$ cat src/rtl/lcd_frame_reader.sv
// lcd_frame_reader: streams one IMG_W x IMG_H RGB565 frame out of a byte-wide
// buffer (high byte at even offset) as a valid/ready pixel stream with sof/eol/eof.
module lcd_frame_reader #(
    parameter int          IMG_W     = 128,
    parameter int          IMG_H     = 128,
    parameter logic [14:0] BASE_ADDR = 15'h0000
) (
    input  logic        clk,
    input  logic        rst,
    input  logic        start,
    input  logic        abort,
    output logic [14:0] bram_addr,
    input  logic [7:0]  bram_data,
    output logic [15:0] pix_data,
    output logic        pix_valid,
    input  logic        pix_ready,
    output logic        pix_sof,
    output logic        pix_eol,
    output logic        pix_eof,
    output logic        busy,
    output logic        frame_done
);
    localparam int CW = IMG_W > 1 ? $clog2(IMG_W) : 1;
    localparam int RW = IMG_H > 1 ? $clog2(IMG_H) : 1;
    localparam logic [CW-1:0] COL_LAST = CW'(IMG_W - 1);
    localparam logic [RW-1:0] ROW_LAST = RW'(IMG_H - 1);

    typedef enum logic [2:0] {IDLE, FETCH_HI, FETCH_LO, CAPTURE, PRESENT} state_t;

    state_t        state_q, state_d;
    logic [14:0]   ptr_q, ptr_d;
    logic [CW-1:0] col_q, col_d;
    logic [RW-1:0] row_q, row_d;
    logic [7:0]    hi_q, hi_d;
    logic [15:0]   data_q, data_d;
    logic          valid_q, valid_d, sof_q, sof_d, eol_q, eol_d, eof_q, eof_d, done_q, done_d;

    assign bram_addr  = ptr_q;
    assign pix_data   = data_q;
    assign pix_valid  = valid_q;
    assign pix_sof    = sof_q;
    assign pix_eol    = eol_q;
    assign pix_eof    = eof_q;
    assign busy       = state_q != IDLE;
    assign frame_done = done_q;

    always_ff @(posedge clk) begin
        if (rst) begin
            state_q <= IDLE;
            ptr_q   <= BASE_ADDR;
            col_q   <= '0;
            row_q   <= '0;
            hi_q    <= '0;
            data_q  <= '0;
            valid_q <= 1'b0;
            sof_q   <= 1'b0;
            eol_q   <= 1'b0;
            eof_q   <= 1'b0;
            done_q  <= 1'b0;
        end else begin
            state_q <= state_d;
            ptr_q   <= ptr_d;
            col_q   <= col_d;
            row_q   <= row_d;
            hi_q    <= hi_d;
            data_q  <= data_d;
            valid_q <= valid_d;
            sof_q   <= sof_d;
            eol_q   <= eol_d;
            eof_q   <= eof_d;
            done_q  <= done_d;
        end
    end

    always_comb begin
        state_d = state_q;
        ptr_d   = ptr_q;
        col_d   = col_q;
        row_d   = row_q;
        hi_d    = hi_q;
        data_d  = data_q;
        valid_d = valid_q;
        sof_d   = sof_q;
        eol_d   = eol_q;
        eof_d   = eof_q;
        done_d  = 1'b0;
        if (abort && state_q != IDLE) begin
            state_d = IDLE;
            valid_d = 1'b0;
            sof_d   = 1'b0;
            eol_d   = 1'b0;
            eof_d   = 1'b0;
        end else begin
            case (state_q)
                IDLE: if (start && !abort) begin
                    state_d = FETCH_HI;
                    ptr_d   = BASE_ADDR;
                    col_d   = '0;
                    row_d   = '0;
                end
                FETCH_HI: begin
                    ptr_d   = ptr_q + 15'd1;
                    state_d = FETCH_LO;
                end
                FETCH_LO: begin
                    hi_d    = bram_data;
                    state_d = CAPTURE;
                end
                CAPTURE: begin
                    data_d  = {hi_q, bram_data};
                    valid_d = 1'b1;
                    sof_d   = col_q == '0 && row_q == '0;
                    eol_d   = col_q == COL_LAST;
                    eof_d   = col_q == COL_LAST && row_q == ROW_LAST;
                    state_d = PRESENT;
                end
                PRESENT: if (pix_ready) begin
                    valid_d = 1'b0;
                    sof_d   = 1'b0;
                    eol_d   = 1'b0;
                    eof_d   = 1'b0;
                    if (eof_q) begin
                        state_d = IDLE;
                        done_d  = 1'b1;
                    end else begin
                        // pointer sits on the odd byte here; one step lands on the next even byte
                        ptr_d   = ptr_q + 15'd1;
                        col_d   = col_q == COL_LAST ? '0 : col_q + CW'(1);
                        row_d   = col_q == COL_LAST ? row_q + RW'(1) : row_q;
                        state_d = FETCH_HI;
                    end
                end
                default: state_d = IDLE;
            endcase
        end
    end
endmodule

$ cat config.mk
export PLATFORM = sky130hd
export DESIGN_NAME = lcd_frame_reader
export DESIGN_NICKNAME = d
export VERILOG_FILES = /design/src/rtl/lcd_frame_reader.sv
export SDC_FILE = /design/constraint.sdc
export NUM_CORES = 1
export LEC_CHECK = 0
export ABC_AREA = 0
export CAP_MARGIN = 10
export CELL_PAD_IN_SITES_DETAIL_PLACEMENT = 2
export CELL_PAD_IN_SITES_GLOBAL_PLACEMENT = 2
export CORE_AREA = 2 2 113 71
export DETAILED_ROUTE_END_ITERATION = 12
export DIE_AREA = 0 0 115 73
export DONT_BUFFER_PORTS = 1
export PLACE_DENSITY = 0.79
export SLEW_MARGIN = 30
export SYNTH_ARGS = -nofsm -noshare
export SYNTH_HDL_FRONTEND = slang
export SYNTH_SLANG_ARGS = --single-unit
$ cat constraint.sdc
create_clock -name clk -period 4.6 [get_ports clk]
set_input_delay 0 -clock clk [delete_from_list [all_inputs] [get_ports clk]]
set_output_delay 0 -clock clk [all_outputs]
set_load 0.01 [all_outputs]
Word level (Yosys, flattened, before mapping)
Cells that the tools add are included.

Memories kept: 0. Word-level logic and storage cells: 71. ROM bits: 0. Input bits: 13. RAM bits: 0. Latch bits: 0. Bits in registers: 61. Output and inout bits: 37.

Shift-type cells: 0. $add $sub $neg: 3. Reduce and logical (&&, ||, !) cells: 21. Bitwise gates (word level): 3. Equal/unequal tests: 10. Multiply operators: 0. Div/mod/pow operators: 0. Order comparisons: 0. Muxes and demuxes: 23.

Operators by type and width (count): $mux 7 (7); $mux 15 (3); $pmux 15 s3 (1); $pmux 7 s2 (2); $add 15x1->15 const B (1); $pmux 3 s5 (1); $add 7x1->7 const B (2); $eq 7x7->1 const B (2); $logic_not 7->1 (2); $reduce_and 5->1 (2); $ne 2x2->1 const B (4); $pmux 1 s2 (4); $reduce_and 2->1 (4); $eq 3x2->1 const B (2); $mux 3 (2); $reduce_and 6->1 (1); $reduce_bool 3->1 (2); $logic_and 1x1->1 (4); $reduce_bool 2->1 (2); $reduce_or 4->1 (1); $eq 3x1->1 const B (1); $eq 3x3->1 const B (1); $logic_not 3->1 (1); $mux 1 (3); 3 further kinds (5).

Depth between registers and ports, before layout
Word-level depth: 5. Gate-level depth with buffers: 8. Depth with buffers taken out: 6.

Worst setup path before layout
OpenSTA, ideal clock, no wires.

Path kind: reg-to-reg. Start: reg col_q[0]. End: reg row_q[2]. Path buffers: 0. Stages on the path, launching flop included: 7. Slack: 2974 ps. Required time: 4526 ps. Arrival: 1552 ps. Cells stage by stage: dfxtp_1 ha_1 nor4bb_1 nand2_1 nor3_1 a21oi_1 a31oi_1.

Cells in the longest elaborated chain, start to end: 3.

Ends and longest elaborated chain: from (decl) (RTL line 32) `logic [CW-1:0] col_q, col_d;`; from (signal assigned) (RTL line 63) `col_q <= col_d;`; $eq 7x7->1 (RTL line 129) `row_d = col_q == COL_LAST ? row_q + RW'(1) : row_q;`; $ne 2x2->1 (no source line); $reduce_and 6->1 (no source line); to (signal assigned) (RTL line 64) `row_q <= row_d;`; to (decl) (RTL line 33) `logic [RW-1:0] row_q, row_d;`.

No other way between the ends. A chain may end at the register's enable or synchronous reset.

Final worst setup path
Start: reg state_q[0]. End: reg data_q[0], in the netlist pix_data[0].

Cells in the longest elaborated chain, start to end: 4. Elaborated cells on any way between the ends: 5.

Ends and longest elaborated chain: from (decl) (RTL line 30) `state_t state_q, state_d;`; from (signal assigned) (RTL line 61) `state_q <= state_d;`; $reduce_bool 3->1 (RTL line 87) `if (abort && state_q != IDLE) begin`; $logic_and 1x1->1 (RTL line 87); $not 1->1 (no source line); $reduce_and 2->1 (no source line) *; to (signal assigned) (RTL line 66) `data_q <= data_d;`; to (decl) (RTL line 35) `logic [15:0] data_q, data_d;`.

Every way passes the cells marked *; elsewhere a longest branch is shown, timed or not.

==> impl_metrics.csv <==
group,metric,value,unit
status,status,"completed",
placement,dp_cells,423,
worst_setup_path,required,4820,ps
final_layout,nets,372,
timing,min_period,2710,ps
drt,antenna_left,0,
timing,hold_viol_final,0,
synth,ys_warn_count,0,
clocking,cts_tree,"done",
final_layout,regArea,0.00122,mm2
min_path,hp-class,"in2reg",
worst_setup_path,max_stage_delay,620,ps
clocking,cts_root_buf,"clkbuf_16",
clocking,clk_pin_slew,60,ps
synth,synth_area,0.00282,mm2
global_route,overflow,0,
worst_setup_path,r2r_end,"pix_data[0]",
die,die_y,73,um
worst_setup_path,critPathSlowestCell,"dfxtp_1",
power_and_ir_drop,clock_power_share,0.521,
die,pin_count,50,
worst_setup_path,r2r_start,"state_q[0]",
worst_setup_path,reg2reg_depth,6,
clocking,cts_buffers,9,
worst_setup_path,critical_path_buf_inv_count,1,
final_layout,final_cells,453,
synth,ys.flop_type,"dfxtp_1",
final_layout,antennaDiodeCount,0,
timing,relSlewSlack,0.431,
synth,synthesis.nets,364,
drt,drt_iter0_markers,134,
placement,dpl.hpwl,6.06,mm
die,start_util,0.375,
timing,rsz0062_at_grt,"false",
clocking,ctsResizeCount,0,
drt,drc,0,
synth,synthArstFlopShare,0,
timing,setup_ws,1890,ps
die,core,0.00751,mm2
die,row_count,25,
drt,wl,9.63,mm
worst_setup_path,r2r_slack,1890,ps
drt,vias_per_cell,5.85,
synth,avgSynthCellArea,8.14,um2
worst_setup_path,critPathMaxFanout,16,
power_and_ir_drop,power,1340,uW
clocking,cts_sinks,61,
power_and_ir_drop,p_int,1020,uW
power_and_ir_drop,pwr-share-seq,0.409,
drt,wl_per_cell,21.3,um
worst_setup_path,crit_start,"state_q[0]",
power_and_ir_drop,comb_power_share,0.071,
power_and_ir_drop,peakVddDrop,0.000141,V
timing,max_freq,369,MHz
global_route,grt_antenna_before_repair,0,
final_layout,area_growth,17.7,%
synth,yosysSeqAreaShare,0.434,
power_and_ir_drop,power_switching,324,uW
global_route,grt_max_degree,50,
timing,tns,0,ps
timing,period_share,0.589,
final_layout,final_layout_size_suffix_gt1_frac,0.0780,
placement,dpl_worst_slack,2480,ps
job,cap_violations,0,
synth,ys_types,54,
worst_setup_path,cp-end-kind,"flip-flop",
power_and_ir_drop,leakagePower,0.00110,uW
worst_setup_path,worst_setup_path_start_kind,"flip-flop",
timing,setup_viol,0,
drt,firstDrtPassIters,5,
timing,worst_clock_skew,7.87,ps
worst_setup_path,path_depth,6,
final_layout,fillers,823,
worst_setup_path,path_class,"reg2reg",
clocking,clock_path_buffers,2,
global_route,grt_pass1_vias,2807,
clocking,clk_latency,340,ps
placement,globalplace.congestion,0.771,
worst_setup_path,worstPathArrival,2930,ps
clocking,htree_levels,3,
power_and_ir_drop,switching_share,0.242,
die,die_area,0.00840,mm2
drt,via_count,2650,
global_route,grt.total_usage,0.247,
global_route,grt_pass1_wl,15.6,mm
synth,syn_inst,346,
final_layout,multiInputGateArea,0.00148,mm2
worst_setup_path,path_cells,"nor2b_1 > and2_1 > nand2b_1 > nand2_1 > a21oi_1 > dlygate4sd3_1",
worst_setup_path,cp_top_family,"simple AND/OR/NAND/NOR gates",
timing,slew_viol_final,0,
placement,portBuffers,0,
die,die_x,115,um
timing,worst_pin_slew,852,ps
worst_setup_path,critical_path.endpoint,"pix_data[0]",
power_and_ir_drop,power_density,405,mW/mm2
synth,ys_seq_elements,61,
synth,synth-edff-count,0,
-- registers in the layout (all words and copies together) (netlist names) --
name / cells
col_q: 7
bram_addr: 15
pix_eol: 1
pix_data: 16
frame_done: 1
hi_q: 8
pix_valid: 1
row_q: 7
pix_sof: 1
state_q: 3
pix_eof: 1
-- cells in the mapped netlist, types with 2 or more instances --
cell,count,share of area
a31oi_1,7,0.016
and4_1,4,0.012
ha_1,5,0.022
nor3_1,4,0.0071
and3_1,5,0.011
a211o_1,3,0.0093
nand2b_1,4,0.0089
or3_1,6,0.013
inv_1,8,0.011
nor4b_1,3,0.0093
o31ai_1,5,0.013
o21ai_0,8,0.014
or2_2,2,0.0044
nor2_1,22,0.029
xor2_1,2,0.0062
nand2_1,70,0.093
nor2_2,2,0.0044
o2bb2ai_1,4,0.012
nor2b_1,5,0.011
nand3_1,13,0.023
or2_1,2,0.0044
a41oi_1,2,0.0062
buf_2,7,0.012
a21oi_1,41,0.073
xnor2_1,3,0.0093
a311oi_1,3,0.0093
a21o_1,3,0.0080
nand4_1,7,0.016
clkbuf_1,7,0.0093
mux2i_1,3,0.011
dfxtp_1,61,0.43
o21ai_1,3,0.0053
-- area by class of cell --
class	instances	area share
Timing Repair Buffer	14	0.0453
Clock buffer	11	0.0763
Sequential cell	61	0.369
Multi-Input combinational cell	260	0.448
Clock inverter	5	0.0177
Tap cell	94	0.0355
Inverter	8	0.00906
-- power groups by stage --
stage               logic (uW)  registers, uW  clock network [uW]
detailed placement        74.2            559                   0
global placement          70.4            558                   0
CTS                       94.6            547                 703
finish                    94.9            548                 698
global route               105            549                 740
floorplan                 68.3            551                   0
-- logic make-up after synthesis --
kind of cell,after synthesis,synth area share
buffers and inverters,25,0.0404
DFF,61,0.434
muxes,3,0.0107
adders and majority gates,5,0.0222
xor gates and xnor gates,5,0.0156
and+or+nand+nor,161,0.289
AOI/OAI and AO/OA,86,0.188
-- how the worst min path moves through the flow --
stage | slack [ps] | to | startpoint | cells after the start
detailed placement | 80 | col_q[2] | rst | 1
finish | 40 | pix_sof | rst | 2
global route | 60 | pix_sof | rst | 2
global placement | 70 | col_q[5] | rst | 1
CTS | 30 | pix_sof | rst | 2
floorplan | 140 | hi_q[0] | bram_data[0] | 2
-- stage by stage --
| stage | hold slack, ps | instance area, um2 | utilization |
|---|---|---|---|
| detailed placement | 80.2 | 2850 | 0.380 |
| CTS | 31.0 | 3310 | 0.441 |
| global placement | 72.1 | 2850 | 0.380 |
| floorplan | 136 | 2820 | - |
| global route | 57.6 | 3310 | 0.441 |
| finish | 42.4 | 3310 | 0.441 |
-- layout by cell type, fill, tap and decap left out, drive strengths merged, types with 2 or more instances in the layout --
cell type    instances
dlygate4sd3         13
nor3                 4
a21oi               41
and3                 5
nand2b               4
mux2i                3
xor2                 2
a41oi                2
or3                  6
nand2               70
o21ai               11
or2                  4
a311oi               3
dfxtp               61
nand4                7
xnor2                3
a211o                3
a31oi                7
ha                   5
nor2b                5
a21o                 3
nor4b                4
and2                 2
nor3b                2
o31ai                5
clkinvlp             2
and4                 4
clkinv               2
clkbuf              11
nor2                24
o2bb2ai              4
inv                  8
nand3               14
-- timing repair --
item | 4_1_cts | 5_1_grt
hold buffers | 14 | 0
setup endpoints to repair | 0 | 0
endpoints found under the hold margin | 50 | 0
buffers inserted | 0 | 0
-- routing by layer --
metal  global-route usage  part of all wire  up-vias
met2                0.397              0.47       70
li1                     -                 -     1250
met5                    0                 0        -
met3               0.0698             0.054       14
met4               0.0897             0.020        0
met1                0.318              0.46     1316
Note: power is estimated with default switching activity, not from simulation.
